File: config.mk
export PLATFORM = sky130hd
export DESIGN_NAME = r8_result_collector_flat
export DESIGN_NICKNAME = d
export VERILOG_FILES = /design/src/rtl/r8_result_collector_pkg.sv /design/src/rtl/r8_result_collector_if.sv /design/src/rtl/r8_result_collector_addr_counter.sv /design/src/rtl/r8_result_collector.sv /design/src/flat_wrapper.sv
export SDC_FILE = /design/constraint.sdc
export NUM_CORES = 1
export LEC_CHECK = 0
export ABC_AREA = 1
export CELL_PAD_IN_SITES_DETAIL_PLACEMENT = 0
export CELL_PAD_IN_SITES_GLOBAL_PLACEMENT = 1
export CORE_MARGIN = 4
export CORE_UTILIZATION = 41
export CTS_CLUSTER_DIAMETER = 150
export DETAILED_ROUTE_END_ITERATION = 12
export PLACE_DENSITY = 0.84
export SLEW_MARGIN = 20
export SYNTH_ARGS = -nofsm -noshare
export SYNTH_HDL_FRONTEND = slang
export SYNTH_SLANG_ARGS = --single-unit
File: constraint.sdc
create_clock -name clk -period 2.5 [get_ports clk]
set_input_delay 0.5 -clock clk [delete_from_list [all_inputs] [get_ports clk]]
set_output_delay 0.5 -clock clk [all_outputs]
set_load 0.02 [all_outputs]
File: src/rtl/r8_result_collector_pkg.sv
// Shared types and helpers for the R8 result collector: FSM state encoding and frame sizing.
package r8_result_collector_pkg;

   typedef enum logic [1:0] {
      ST_IDLE    = 2'd0,
      ST_COLLECT = 2'd1,
      ST_DRAIN   = 2'd2,
      ST_READY   = 2'd3
   } state_t;

   localparam int POS_W = 10;

   function automatic int frame_pixels(input int cols, input int rows);
      return cols * rows;
   endfunction

endpackage

File: src/rtl/r8_result_collector_if.sv
// Pixel-stream input, frame-buffer write port and host handshake of the R8 result collector.
interface r8_result_collector_if
   import r8_result_collector_pkg::*;
#(
   parameter int DATA_W = 8,
   parameter int ADDR_W = 10
);
   logic              valid_i;
   logic [DATA_W-1:0] data_i;
   logic              frame_end_i;
   logic              ack_i;
   logic              wr_en_o;
   logic [ADDR_W-1:0] wr_addr_o;
   logic [DATA_W-1:0] wr_data_o;
   logic [POS_W-1:0]  col_o;
   logic [POS_W-1:0]  row_o;
   logic              frame_ready_o;
   logic              err_o;
   logic              busy_o;

   modport slave (
      input  valid_i, data_i, frame_end_i, ack_i,
      output wr_en_o, wr_addr_o, wr_data_o, col_o, row_o, frame_ready_o, err_o, busy_o
   );

   modport master (
      output valid_i, data_i, frame_end_i, ack_i,
      input  wr_en_o, wr_addr_o, wr_data_o, col_o, row_o, frame_ready_o, err_o, busy_o
   );
endinterface

File: src/rtl/r8_result_collector_addr_counter.sv
// Raster position tracker: col/row of the next pixel plus a linear address that needs no multiplier.
module r8_result_collector_addr_counter
   import r8_result_collector_pkg::*;
#(
   parameter int COLS   = 19,
   parameter int ROWS   = 19,
   parameter int ADDR_W = 10
) (
   input  logic              clk,
   input  logic              rst_n,
   input  logic              clr_i,
   input  logic              inc_i,
   output logic [POS_W-1:0]  col_o,
   output logic [POS_W-1:0]  row_o,
   output logic [ADDR_W-1:0] addr_o,
   output logic              last_o,
   output logic              full_o
);
   localparam int FRAME_PIXELS = frame_pixels(COLS, ROWS);
   // One spare bit so a completely filled buffer is still distinguishable from address 0.
   localparam int CNT_W = ADDR_W + 1;

   logic [CNT_W-1:0] cnt_q, cnt_d;
   logic [POS_W-1:0] col_q, col_d, row_q, row_d;

   assign full_o = (cnt_q == CNT_W'(FRAME_PIXELS));
   assign last_o = (cnt_q == CNT_W'(FRAME_PIXELS - 1));

   always_comb begin
      cnt_d = cnt_q;
      col_d = col_q;
      row_d = row_q;
      if (clr_i) begin
         cnt_d = '0;
         col_d = '0;
         row_d = '0;
      end else if (inc_i && !full_o) begin
         cnt_d = cnt_q + 1'b1;
         if (col_q == POS_W'(COLS - 1)) begin
            col_d = '0;
            row_d = row_q + 1'b1;
         end else begin
            col_d = col_q + 1'b1;
         end
      end
   end

   always_ff @(posedge clk or negedge rst_n) begin
      if (!rst_n) begin
         cnt_q <= '0;
         col_q <= '0;
         row_q <= '0;
      end else begin
         cnt_q <= cnt_d;
         col_q <= col_d;
         row_q <= row_d;
      end
   end

   assign col_o  = col_q;
   assign row_o  = row_q;
   assign addr_o = cnt_q[ADDR_W-1:0];
endmodule

File: src/rtl/r8_result_collector.sv
// R8 result collector: writes the result pixel stream raster-order into a frame buffer,
// flags wrongly sized frames and holds frame-ready until the host acknowledges.
//   state   | meaning
//   IDLE    | waiting for the first pixel of a frame
//   COLLECT | accepting pixels until end-of-frame
//   DRAIN   | last registered write retiring
//   READY   | frame buffered, waiting for host ack
module r8_result_collector
   import r8_result_collector_pkg::*;
#(
   parameter int COLS   = 19,
   parameter int ROWS   = 19,
   parameter int DATA_W = 8,
   parameter int ADDR_W = 10
) (
   input  logic                 clk,
   input  logic                 rst_n,
   r8_result_collector_if.slave bus
);
   if ((2 ** ADDR_W) < frame_pixels(COLS, ROWS)) begin : g_addr_check
      $error("r8_result_collector: ADDR_W too small for COLS*ROWS");
   end

   state_t            state_q, state_d;
   logic              err_q, err_d;
   logic              wr_en_q;
   logic [ADDR_W-1:0] wr_addr_q;
   logic [DATA_W-1:0] wr_data_q;
   logic              accept, clr;
   logic              full, last;
   logic [ADDR_W-1:0] addr;

   r8_result_collector_addr_counter #(
      .COLS   (COLS),
      .ROWS   (ROWS),
      .ADDR_W (ADDR_W)
   ) u_addr (
      .clk    (clk),
      .rst_n  (rst_n),
      .clr_i  (clr),
      .inc_i  (accept),
      .col_o  (bus.col_o),
      .row_o  (bus.row_o),
      .addr_o (addr),
      .last_o (last),
      .full_o (full)
   );

   always_comb begin
      state_d = state_q;
      err_d   = err_q;
      accept  = 1'b0;
      clr     = 1'b0;
      case (state_q)
         ST_IDLE, ST_COLLECT: begin
            accept = bus.valid_i && !full;
            if (bus.valid_i && full) err_d = 1'b1;
            if (bus.frame_end_i) begin
               state_d = ST_DRAIN;
               // Size check counts a pixel accepted in the same cycle as end-of-frame.
               if (!(full || (accept && last))) err_d = 1'b1;
            end else if (accept) begin
               state_d = ST_COLLECT;
            end
         end
         ST_DRAIN: begin
            state_d = ST_READY;
            if (bus.valid_i) err_d = 1'b1;
         end
         ST_READY: begin
            if (bus.ack_i) begin
               state_d = ST_IDLE;
               clr     = 1'b1;
               err_d   = 1'b0;
            end else if (bus.valid_i) begin
               err_d = 1'b1;
            end
         end
         default: state_d = ST_IDLE;
      endcase
   end

   always_ff @(posedge clk or negedge rst_n) begin
      if (!rst_n) begin
         state_q   <= ST_IDLE;
         err_q     <= 1'b0;
         wr_en_q   <= 1'b0;
         wr_addr_q <= '0;
         wr_data_q <= '0;
      end else begin
         state_q   <= state_d;
         err_q     <= err_d;
         wr_en_q   <= accept;
         wr_addr_q <= addr;
         wr_data_q <= bus.data_i;
      end
   end

   assign bus.wr_en_o       = wr_en_q;
   assign bus.wr_addr_o     = wr_addr_q;
   assign bus.wr_data_o     = wr_data_q;
   assign bus.frame_ready_o = (state_q == ST_READY);
   assign bus.err_o         = err_q;
   assign bus.busy_o        = (state_q == ST_COLLECT) || (state_q == ST_DRAIN);
endmodule

File: src/flat_wrapper.sv
// flat-port wrapper written by rule: the top's interface ports become plain ports
module r8_result_collector_flat import r8_result_collector_pkg::*;
#(
   parameter int COLS   = 19,
   parameter int ROWS   = 19,
   parameter int DATA_W = 8,
   parameter int ADDR_W = 10
)
  (clk, rst_n, bus_valid_i, bus_data_i, bus_frame_end_i, bus_ack_i, bus_wr_en_o, bus_wr_addr_o, bus_wr_data_o, bus_col_o, bus_row_o, bus_frame_ready_o, bus_err_o, bus_busy_o);
  r8_result_collector_if #(.DATA_W(DATA_W), .ADDR_W(ADDR_W)) bus_i ();
  input  logic clk;
  input  logic rst_n;
  input wire logic [$bits(bus_i.valid_i)-1:0] bus_valid_i;
  input wire logic [$bits(bus_i.data_i)-1:0] bus_data_i;
  input wire logic [$bits(bus_i.frame_end_i)-1:0] bus_frame_end_i;
  input wire logic [$bits(bus_i.ack_i)-1:0] bus_ack_i;
  output wire logic [$bits(bus_i.wr_en_o)-1:0] bus_wr_en_o;
  output wire logic [$bits(bus_i.wr_addr_o)-1:0] bus_wr_addr_o;
  output wire logic [$bits(bus_i.wr_data_o)-1:0] bus_wr_data_o;
  output wire logic [$bits(bus_i.col_o)-1:0] bus_col_o;
  output wire logic [$bits(bus_i.row_o)-1:0] bus_row_o;
  output wire logic [$bits(bus_i.frame_ready_o)-1:0] bus_frame_ready_o;
  output wire logic [$bits(bus_i.err_o)-1:0] bus_err_o;
  output wire logic [$bits(bus_i.busy_o)-1:0] bus_busy_o;
  assign bus_i.valid_i = bus_valid_i;
  assign bus_i.data_i = bus_data_i;
  assign bus_i.frame_end_i = bus_frame_end_i;
  assign bus_i.ack_i = bus_ack_i;
  assign bus_wr_en_o = bus_i.wr_en_o;
  assign bus_wr_addr_o = bus_i.wr_addr_o;
  assign bus_wr_data_o = bus_i.wr_data_o;
  assign bus_col_o = bus_i.col_o;
  assign bus_row_o = bus_i.row_o;
  assign bus_frame_ready_o = bus_i.frame_ready_o;
  assign bus_err_o = bus_i.err_o;
  assign bus_busy_o = bus_i.busy_o;
  r8_result_collector #(.COLS(COLS), .ROWS(ROWS), .DATA_W(DATA_W), .ADDR_W(ADDR_W)) u_core (.clk(clk), .rst_n(rst_n), .bus(bus_i));
endmodule
==> results of run 1 <==
## final timing paths
| kind | from | to | slack [ps] | cells after the start |
|---|---|---|---|---|
| min in group clk | u_core.u_addr.cnt_q[1]$_DFFE_PN0P_ | u_core.bus.wr_addr_o[1]$_DFF_PN0_ | 450 | 0 |
| worst max-delay path | u_core.state_q[1]$_DFFE_PN0P_ | bus_busy_o | 290 | 3 |
| worst min-delay path | rst_n | u_core.bus.wr_data_o[2]$_DFF_PN0_ | 300 | 2 |
| max in group asynchronous | rst_n | u_core.bus.wr_addr_o[4]$_DFF_PN0_ | 1750 | 2 |
| worst max register to register | u_core.state_q[1]$_DFFE_PN0P_ | u_core.u_addr.row_o[5]$_DFFE_PN0P_ | 670 | 6 |
| worst min register to register | u_core.u_addr.cnt_q[1]$_DFFE_PN0P_ | u_core.bus.wr_addr_o[1]$_DFF_PN0_ | 450 | 0 |
## layer usage
| metal | share of wire | up-vias | track usage |
|---|---|---|---|
| li1 | - | 1213 | - |
| met1 | 0.51 | 1097 | 0.218 |
| met5 | 0 | - | 0 |
| met4 | 0.0087 | 0 | 0.0383 |
| met2 | 0.44 | 44 | 0.250 |
| met3 | 0.042 | 5 | 0.0326 |
## stage by stage
step | worst slack (ps) | cell area, µm² | instances
finish | 287 | 3470 | 479
global route | 181 | 3470 | 479
global placement | 435 | 3350 | 471
floorplan | 867 | 2770 | 347
CTS | 264 | 3470 | 479
detailed placement | 393 | 3350 | 471
## area by class of cell
type / instances / area, µm² / area share
tap: 77 / 96.3 / 0.0278
clock inverter: 3 / 46.3 / 0.0133
timing repair buffer: 56 / 551 / 0.159
sequential: 53 / 1330 / 0.382
inverter: 34 / 130 / 0.0375
multi-input combinational: 251 / 1250 / 0.360
clock buffer: 5 / 68.8 / 0.0198
## synth_stat cells
cell / count
o21ai_0: 3
buf_2: 3
inv_2: 1
buf_6: 1
nand3_4: 1
buf_4: 1
nand3b_1: 3
o22ai_1: 1
a21o_1: 1
nand2_1: 110
inv_4: 1
nand4_1: 14
nand2_2: 4
buf_8: 1
nand2_4: 1
inv_1: 32
dfrtp_1: 53
buf_1: 1
clkbuf_1: 2
nor3_2: 1
nor3b_1: 1
xnor2_1: 4
nor2_1: 38
o21ai_1: 7
a21oi_1: 6
ha_1: 10
nor3_1: 5
or2_2: 1
o21bai_1: 2
xor2_1: 6
nand3_1: 32
## cells in the final DEF, fill, tap and decap left out, drive strengths merged
master           n
nand3b           3
clkinv           1
ha              10
xor2             6
nor3b            1
nor2            38
nand4           14
nand3           33
o22ai            1
xnor2            4
nor3             6
a21oi            6
buf              3
o21ai           10
bufinv           1
clkbuf           5
or2              1
nand2          115
o21bai           2
clkinvlp         1
a21o             1
inv             34
clkdlybuf4s50   53
dfrtp           53
## power groups by stage
stage	Clock [mW]	Sequential, mW	Combinational, mW
2_1_floorplan	0	1.32	0.682
4_1_cts	0.614	1.22	1.20
3_3_place_gp	0	1.24	1.18
5_1_grt	0.650	1.26	1.32
3_5_place_dp	0	1.24	1.19
6_report	0.591	1.22	1.18
## sequential cells by signal, summed over array words and instances, names as in the netlist
name and cells:
u_core.u_addr.cnt_q 11, u_core.bus.wr_addr_o 10, u_core.u_addr.col_o 10, u_core.u_addr.row_o 10, u_core.bus.wr_data_o 8, u_core.state_q 2
u_core.bus.err_o 1, u_core.bus.wr_en_o 1
## cell families after synthesis
kind of cell	synth area share
buffers and inverters	0.0687
AND/OR/NAND/NOR	0.336
adder cells (fa/ha/maj)	0.0452
AO/OA/AOI/OAI	0.0393
flip-flops	0.479
XOR/XNOR	0.0317
==> results_dict.tcl, run 1 <==
set metrics [dict create \
    relSlewSlack 0.550 \
    hold_violations 0 \
    antenna_found_initial 0 \
    p_switching_mw 1.21 \
    switching_share 0.403 \
    grt_pass1_vias 2224 \
    cellPowerDensity_nw_per_um2 863 \
    wl_per_cell_um 12.7 \
    power_frac_comb 0.394 \
    gr-total-overflow 0 \
    whs_ps 303 \
    synth-seq-cells 53 \
    finalCriticalPeriod_ps 2210 \
    grt_usage 0.156 \
    syn-instance-count 347 \
    min_period_over_period 0.885 \
    cts.htree.levels 2 \
    critical_path.slowest_cell "clkdlybuf4s50_1" \
    max_slew.worst_pin.slew_ps 675 \
    critPathLaunchType "flop" \
    setup_viol 0 \
    leakage_nw 1.67 \
    ios 55 \
    intPower_mw 1.79 \
    crit_fanout 7 \
    worstPathRequired_ps 2000 \
    drt_pass1_iterations 4 \
    drc_errors 0 \
    seqPwrFrac 0.408 \
    finalSetupTns_ps 0 \
    netlist.area_leader.share 0.479 \
    clock-skew-final_ps 6.69 \
    rows 29 \
    grt_pass1_wl_um 10700 \
    nFillCells 627 \
    yosysWarnings 0 \
    syn_area_um2 2770 \
    die_x_um 90.1 \
    drv_cap 0 \
    antenna_left 0 \
    postCtsSetupRepairBufs 0 \
    synth-seq-area-share 0.479 \
    clk_path_buf_depth 2 \
    clk_pin_slew_ps 90 \
    layout-drive-gt1-share 0.0522 \
    vias 2359 \
    die-area_um2 8130 \
    synth_top_area_cell "dfrtp_1" \
    synth_cell_types 31 \
    cts-root-buf "clkbuf_8" \
    die_y_um 90.1 \
    rsz0062_at_grt "false" \
    dp_hpwl_um 4320 \
    synth_nets 370 \
    critPathTopFamily "buffers and inverters" \
    cts_buffers 5 \
    coreArea_um2 6460 \
    dr.first_iter.drc_count 103 \
    status "completed" \
    gp_congestion 0.781 \
    vdd_drop_max_mv 0.447 \
    diodes 0 \
    worst_hold_path_type "in2async" \
    synth_area_per_cell_um2 7.97 \
    synthTopCellsByArea "dfrtp_1 (48%), nand2_1 (15%), nand3_1 (5.8%)" \
    portBuffers 54 \
    start_util 0.428 \
    nets 424 \
    cts_resized 0 \
    p_total_mw 2.99 \
    cts_tree "built" \
    viasPerCell 4.92 \
    slew_violations 0 \
    path_buf_inv 2 \
    fmax_ghz 0.452 \
    syn_to_final_growth_pct 25.4 \
    cts_sinks 53 \
    ctsHoldBuffers 0 \
    slowest_delay_ps 590 \
    critical_path.cell_chain "inv_1, ha_1, clkdlybuf4s50_1" \
    postLayoutCoreUtil 0.537 \
    critical_path_class "reg2out" \
    grt_max_degree 54 \
    totalWireLength_um 6090 \
    power_frac_clock 0.197 \
    clock_latency_ps 310 \
    end_kind "output port" \
    arrival_ps 1710 \
]
Note: power is estimated with default switching activity, not from simulation.
==> run 2: changes to the inputs <==
--- a/config.mk
+++ b/config.mk
@@ -13,4 +13,5 @@
 export CTS_CLUSTER_DIAMETER = 150
 export DETAILED_ROUTE_END_ITERATION = 12
+export MAX_ROUTING_LAYER = met4
 export PLACE_DENSITY = 0.84
 export SLEW_MARGIN = 20
@@ -18,2 +19,3 @@
 export SYNTH_HDL_FRONTEND = slang
 export SYNTH_SLANG_ARGS = --single-unit
+export TNS_END_PERCENT = 100
==> constraint.sdc (replaced) <==
create_clock -name clk -period 2.5 [get_ports clk]
set_input_delay 0.5 -clock clk [delete_from_list [all_inputs] [get_ports clk]]
set_output_delay 0.5 -clock clk [all_outputs]
set_load 0.1 [all_outputs]
==> results_dict.tcl, run 2 (synthesized netlist as in run 1, its figures left out) <==
set metrics [dict create \
    nets 424 \
    preCtsSetupSlack_ps 397 \
    wl_per_cell_um 13.0 \
    grt_use_met1 0.229 \
    grt_usage 0.168 \
    fmax_ghz 0.520 \
    cellPowerDensity_nw_per_um2 1150 \
    drv_cap 0 \
    end_kind "output port" \
    cts.htree.levels 2 \
    postCtsSetupRepairBufs 0 \
    final_area_um2 3380 \
    leakage_nw 1.75 \
    rows 29 \
    max_slew.worst_pin.slew_ps 657 \
    cts_sinks 53 \
    status "completed" \
    vias 2331 \
    cts-root-buf "clkbuf_8" \
    setup_viol 0 \
    antenna_left 0 \
    diodes 0 \
    dr.first_iter.drc_count 92 \
    syn_to_final_growth_pct 22.3 \
    critPathLaunchType "flop" \
    clock-skew-final_ps 5.86 \
    grt.busiest_layer "met2" \
    drt_pass1_iterations 4 \
    hold_violations 0 \
    die_y_um 90.1 \
    viasPerCell 4.87 \
    layout-drive-gt1-share 0.157 \
    slowest_delay_ps 450 \
    totalWireLength_um 6210 \
    gr-usage-met2 0.251 \
    cts_resized 0 \
    dp_hpwl_um 4380 \
    finalSetupTns_ps 0 \
    worst_slack_ps 577 \
    relSlewSlack 0.562 \
    antenna_found_initial 0 \
    grt_use_met3 0.0476 \
    worstPathRequired_ps 2000 \
    worst_hold_path_type "in2async" \
    portBuffers 54 \
    nFillCells 652 \
    die-area_um2 8130 \
    clock_latency_ps 310 \
    vdd_drop_max_mv 0.708 \
    gr-total-overflow 0 \
    cts_buffers 5 \
    finalCriticalPeriod_ps 1920 \
    ios 55 \
    whs_ps 292 \
    arrival_ps 1420 \
    clk_pin_slew_ps 90 \
    grt_pass1_wl_um 10900 \
    critical_path.cell_chain "inv_1, ha_1, buf_4" \
    coreArea_um2 6460 \
    grt_pass1_vias 2260 \
    final_common_cell "nand2_1" \
    placed_area_um2 3250 \
    drc_errors 0 \
    slew_violations 0 \
    clk_path_buf_depth 2 \
    crit_fanout 7 \
    start_util 0.428 \
    rsz0062_at_grt "false" \
    gp_congestion 0.768 \
    largest_reg_flops 11 \
    die_x_um 90.1 \
    cts_tree "built" \
    critical_path_class "reg2out" \
    grt_max_degree 54 \
    mostFrequentLayoutCells "nand2_1 (110), dfrtp_1 (53), buf_4 (44)" \
    critical_path.slowest_cell "dfrtp_1" \
    min_period_over_period 0.769 \
    ctsHoldBuffers 0 \
    top_register "u_core.u_addr.cnt_q" \
]
[run 2: cell count changes in the layout (fill, tap and decap cells not counted), sizes merged]
cell | previous run | this run
clkinvlp | 1 | 0
buf | 3 | 45
bufinv | 1 | 2
clkdlybuf4s50 | 53 | 11
[run 2: stage by stage]
step / std cells / util / power (mW)
after global routing: 479 / 0.524 / 4.10
after detailed placement: 471 / 0.503 / 3.23
final: 479 / 0.524 / 3.87
after global placement: 471 / 0.503 / 3.21
after CTS: 479 / 0.524 / 3.92
after floorplan: 347 / - / 2.84
[run 2: cell type report]
| class | instances | area [µm²] | area share |
|---|---|---|---|
| Sequential cell | 53 | 1330 | 0.392 |
| Multi-Input combinational cell | 251 | 1250 | 0.370 |
| Timing Repair Buffer | 56 | 445 | 0.132 |
| Inverter | 34 | 130 | 0.0385 |
| Tap cell | 77 | 96.3 | 0.0285 |
| Clock buffer | 5 | 68.8 | 0.0203 |
| Clock inverter | 3 | 65.1 | 0.0192 |
[run 2: routing by layer]
layer	wire, µm	vias up
met5	0	-
met4	6	0
met3	355	2
met2	2770	56
met1	3070	1060
li1	-	1213
[run 2: report_power, final]
group          switching (mW)  total [mW]  internal (mW)
Clock                   0.277       0.674          0.397
Combinational            1.56        1.97          0.416
Sequential              0.205        1.22           1.02
Total                    2.04        3.87           1.83
[run 2: path summary, 6_finish.rpt]
kind                                               startpoint                            endpoint  slack, ps  cells after the start
min in group clk           u_core.u_addr.cnt_q[6]$_DFFE_PN0P_   u_core.bus.wr_addr_o[6]$_DFF_PN0_        470                      0
max                             u_core.state_q[1]$_DFFE_PN0P_                          bus_busy_o        580                      3
min reg2reg                u_core.u_addr.cnt_q[6]$_DFFE_PN0P_   u_core.bus.wr_addr_o[6]$_DFF_PN0_        470                      0
max reg2reg                u_core.u_addr.cnt_q[0]$_DFFE_PN0P_  u_core.u_addr.row_o[5]$_DFFE_PN0P_        670                      9
min                                                     rst_n   u_core.bus.wr_data_o[2]$_DFF_PN0_        290                      2
max in group asynchronous                               rst_n  u_core.u_addr.cnt_q[5]$_DFFE_PN0P_       1760                      2
[run 2: worst max-delay path: cells and delay by family, from the launching register on]
family	cells	cell delay, ps
flops	1	450
fa+ha+maj	1	290
buf+inv	2	370
==> run 3: changes to the inputs <==
CORE_UTILIZATION = 34   (was 41)
PLACE_DENSITY = 0.74   (was 0.84)
clock period = 1.73 ns   (was 2.5 ns; I/O delays follow)
==> results_dict.tcl, run 3 (synthesized netlist as in run 1, its figures left out) <==
set metrics [dict create \
    status "completed" \
    r2r_end "u_core.u_addr.col_o[8]$_DFFE_PN0P_" \
    cts_sinks 53 \
    worst_hold_path_type "in2async" \
    top_register "u_core.u_addr.cnt_q" \
    leakage_nw 1.95 \
    fmax_ghz 0.599 \
    cts.htree.levels 2 \
    seqPwrFrac 0.293 \
    layout-drive-gt1-share 0.234 \
    max_slew.worst_pin.slew_ps 283 \
    startpoint "u_core.state_q[0]$_DFFE_PN0P_" \
    vdd_drop_max_mv 0.799 \
    antenna_left 0 \
    dr.first_iter.drc_count 73 \
    arrival_ps 1320 \
    gr-total-overflow 0 \
    mostFrequentLayoutCells "nand2_1 (109), buf_12 (44), nor2_1 (38), dfrtp_1 (38), nand3_1 (32)" \
    crit_fanout 4 \
    nFillCells 725 \
    postLayoutCoreUtil 0.525 \
    die_x_um 98.2 \
    syn_to_final_growth_pct 48.1 \
    r2r_cells 7 \
    finalSetupTns_ps 0 \
    viasPerCell 4.70 \
    grt_pass1_wl_um 11500 \
    reg2reg_slack_ps 130 \
    cts_buffers 5 \
    vias 2442 \
    grt_pass1_vias 2385 \
    critical_path.slowest_cell "dfrtp_2" \
    min_period_over_period 0.965 \
    intPower_mw 3.08 \
    totalWireLength_um 6770 \
    critical_path.cell_chain "inv_1, ha_1, buf_12" \
    power_frac_comb 0.597 \
    gp_congestion 0.809 \
    slew_violations 0 \
    timing.rr.start "u_core.u_addr.col_o[1]$_DFFE_PN0P_" \
    slowest_delay_ps 420 \
    critPathCapture "bus_busy_o" \
    cellPowerDensity_nw_per_um2 1520 \
    clk_pin_slew_ps 90 \
    drc_errors 0 \
    portBuffers 54 \
    drv_cap 0 \
    rsz0062_at_grt "false" \
    cts-root-buf "clkbuf_8" \
    p_switching_mw 3.15 \
    start_util 0.354 \
    rows 32 \
    power_frac_clock 0.109 \
    critPathLaunchType "flop" \
    largest_reg_flops 11 \
    hold_violations 0 \
    dp_hpwl_um 4970 \
    switching_share 0.506 \
    multi_input_area_um2 1280 \
    ios 55 \
    drt_pass1_iterations 4 \
    end_kind "output port" \
    antenna_found_initial 0 \
    clk_path_buf_depth 2 \
    clock_latency_ps 310 \
    die_y_um 98.2 \
    nets 440 \
    worst-path-stages 3 \
    path_buf_inv 2 \
    relSlewSlack 0.811 \
    diodes 0 \
    critical_path_class "reg2out" \
    die-area_um2 9640 \
    grt_max_degree 54 \
    clock-skew-final_ps 10.1 \
    setup_viol 0 \
    coreArea_um2 7810 \
    finalCriticalPeriod_ps 1670 \
    critPathTopFamily "flip-flops" \
    worstPathRequired_ps 1380 \
    ctsHoldBuffers 0 \
    grt_usage 0.148 \
    final_common_cell "nand2_1" \
    regArea_um2 1350 \
    cts_tree "built" \
    wl_per_cell_um 13.0 \
]
## run 3: cell count changes in the layout (fill, tap and decap cells not counted), sizes merged
| cell | delta |
|---|---|
| bufinv | -2 |
| clkbuf | +1 |
| clkinv | +1 |
| buf | +16 |
## run 3: cell type report
class                      count  area share
clock buffer                   6      0.0177
clock inverter                 2     0.00244
inverter                      34      0.0318
multi-input combinational    251       0.313
sequential                    53       0.329
tap                          102      0.0311
timing repair buffer          72       0.274
## run 3: metal layers
layer  share of wire  wire, µm  track usage  vias up
li1                -         -            -     1248
met1            0.48      3220        0.199     1142
met2            0.47      3180        0.231       46
met3           0.046       313       0.0307        6
met4          0.0087        59       0.0326        0
met5               0         0            -        -
## run 3: metrics by stage
stage	total power [mW]	std cells	worst slack, ps	cell area (µm²)	hold WS (ps)
2_1_floorplan	4.16	347	3.35	2800	50.4
3_3_place_gp	5.49	512	44.3	3980	363
3_5_place_dp	5.53	512	64.0	3980	370
4_1_cts	6.23	520	31.6	4070	33.3
5_1_grt	6.56	520	6.86	4100	37.5
6_report	6.22	520	61.1	4100	20.7
## run 3: worst min-delay path by stage
stage                      from                                 end  slack [ps]  cells after the start
after floorplan           rst_n          u_core.bus.err_o$_DFF_PN0_          50                      0
after global placement    rst_n   u_core.bus.wr_data_o[4]$_DFF_PN0_         360                      2
after detailed placement  rst_n   u_core.bus.wr_data_o[1]$_DFF_PN0_         370                      2
after CTS                 rst_n  u_core.u_addr.cnt_q[4]$_DFFE_PN0P_          30                      2
after global routing      rst_n   u_core.bus.wr_data_o[3]$_DFF_PN0_          40                      2
final                     rst_n   u_core.bus.wr_data_o[3]$_DFF_PN0_          20                      2
## run 3: repair_timing
action | CTS | global route
endpoints found under the setup margin | 1 | 14
setup buffers | 0 | 0
resized for setup | 2 | 8
pin swaps | 0 | 2
endpoints found under the hold margin | 0 | 0
## run 3: power by group through the flow
stage | combinational [mW] | sequential (mW) | clock [mW]
2_1_floorplan | 1.22 | 2.94 | 0
3_3_place_gp | 3.65 | 1.84 | 0
3_5_place_dp | 3.69 | 1.84 | 0
4_1_cts | 3.70 | 1.82 | 0.711
5_1_grt | 3.92 | 1.87 | 0.770
6_report | 3.72 | 1.83 | 0.681
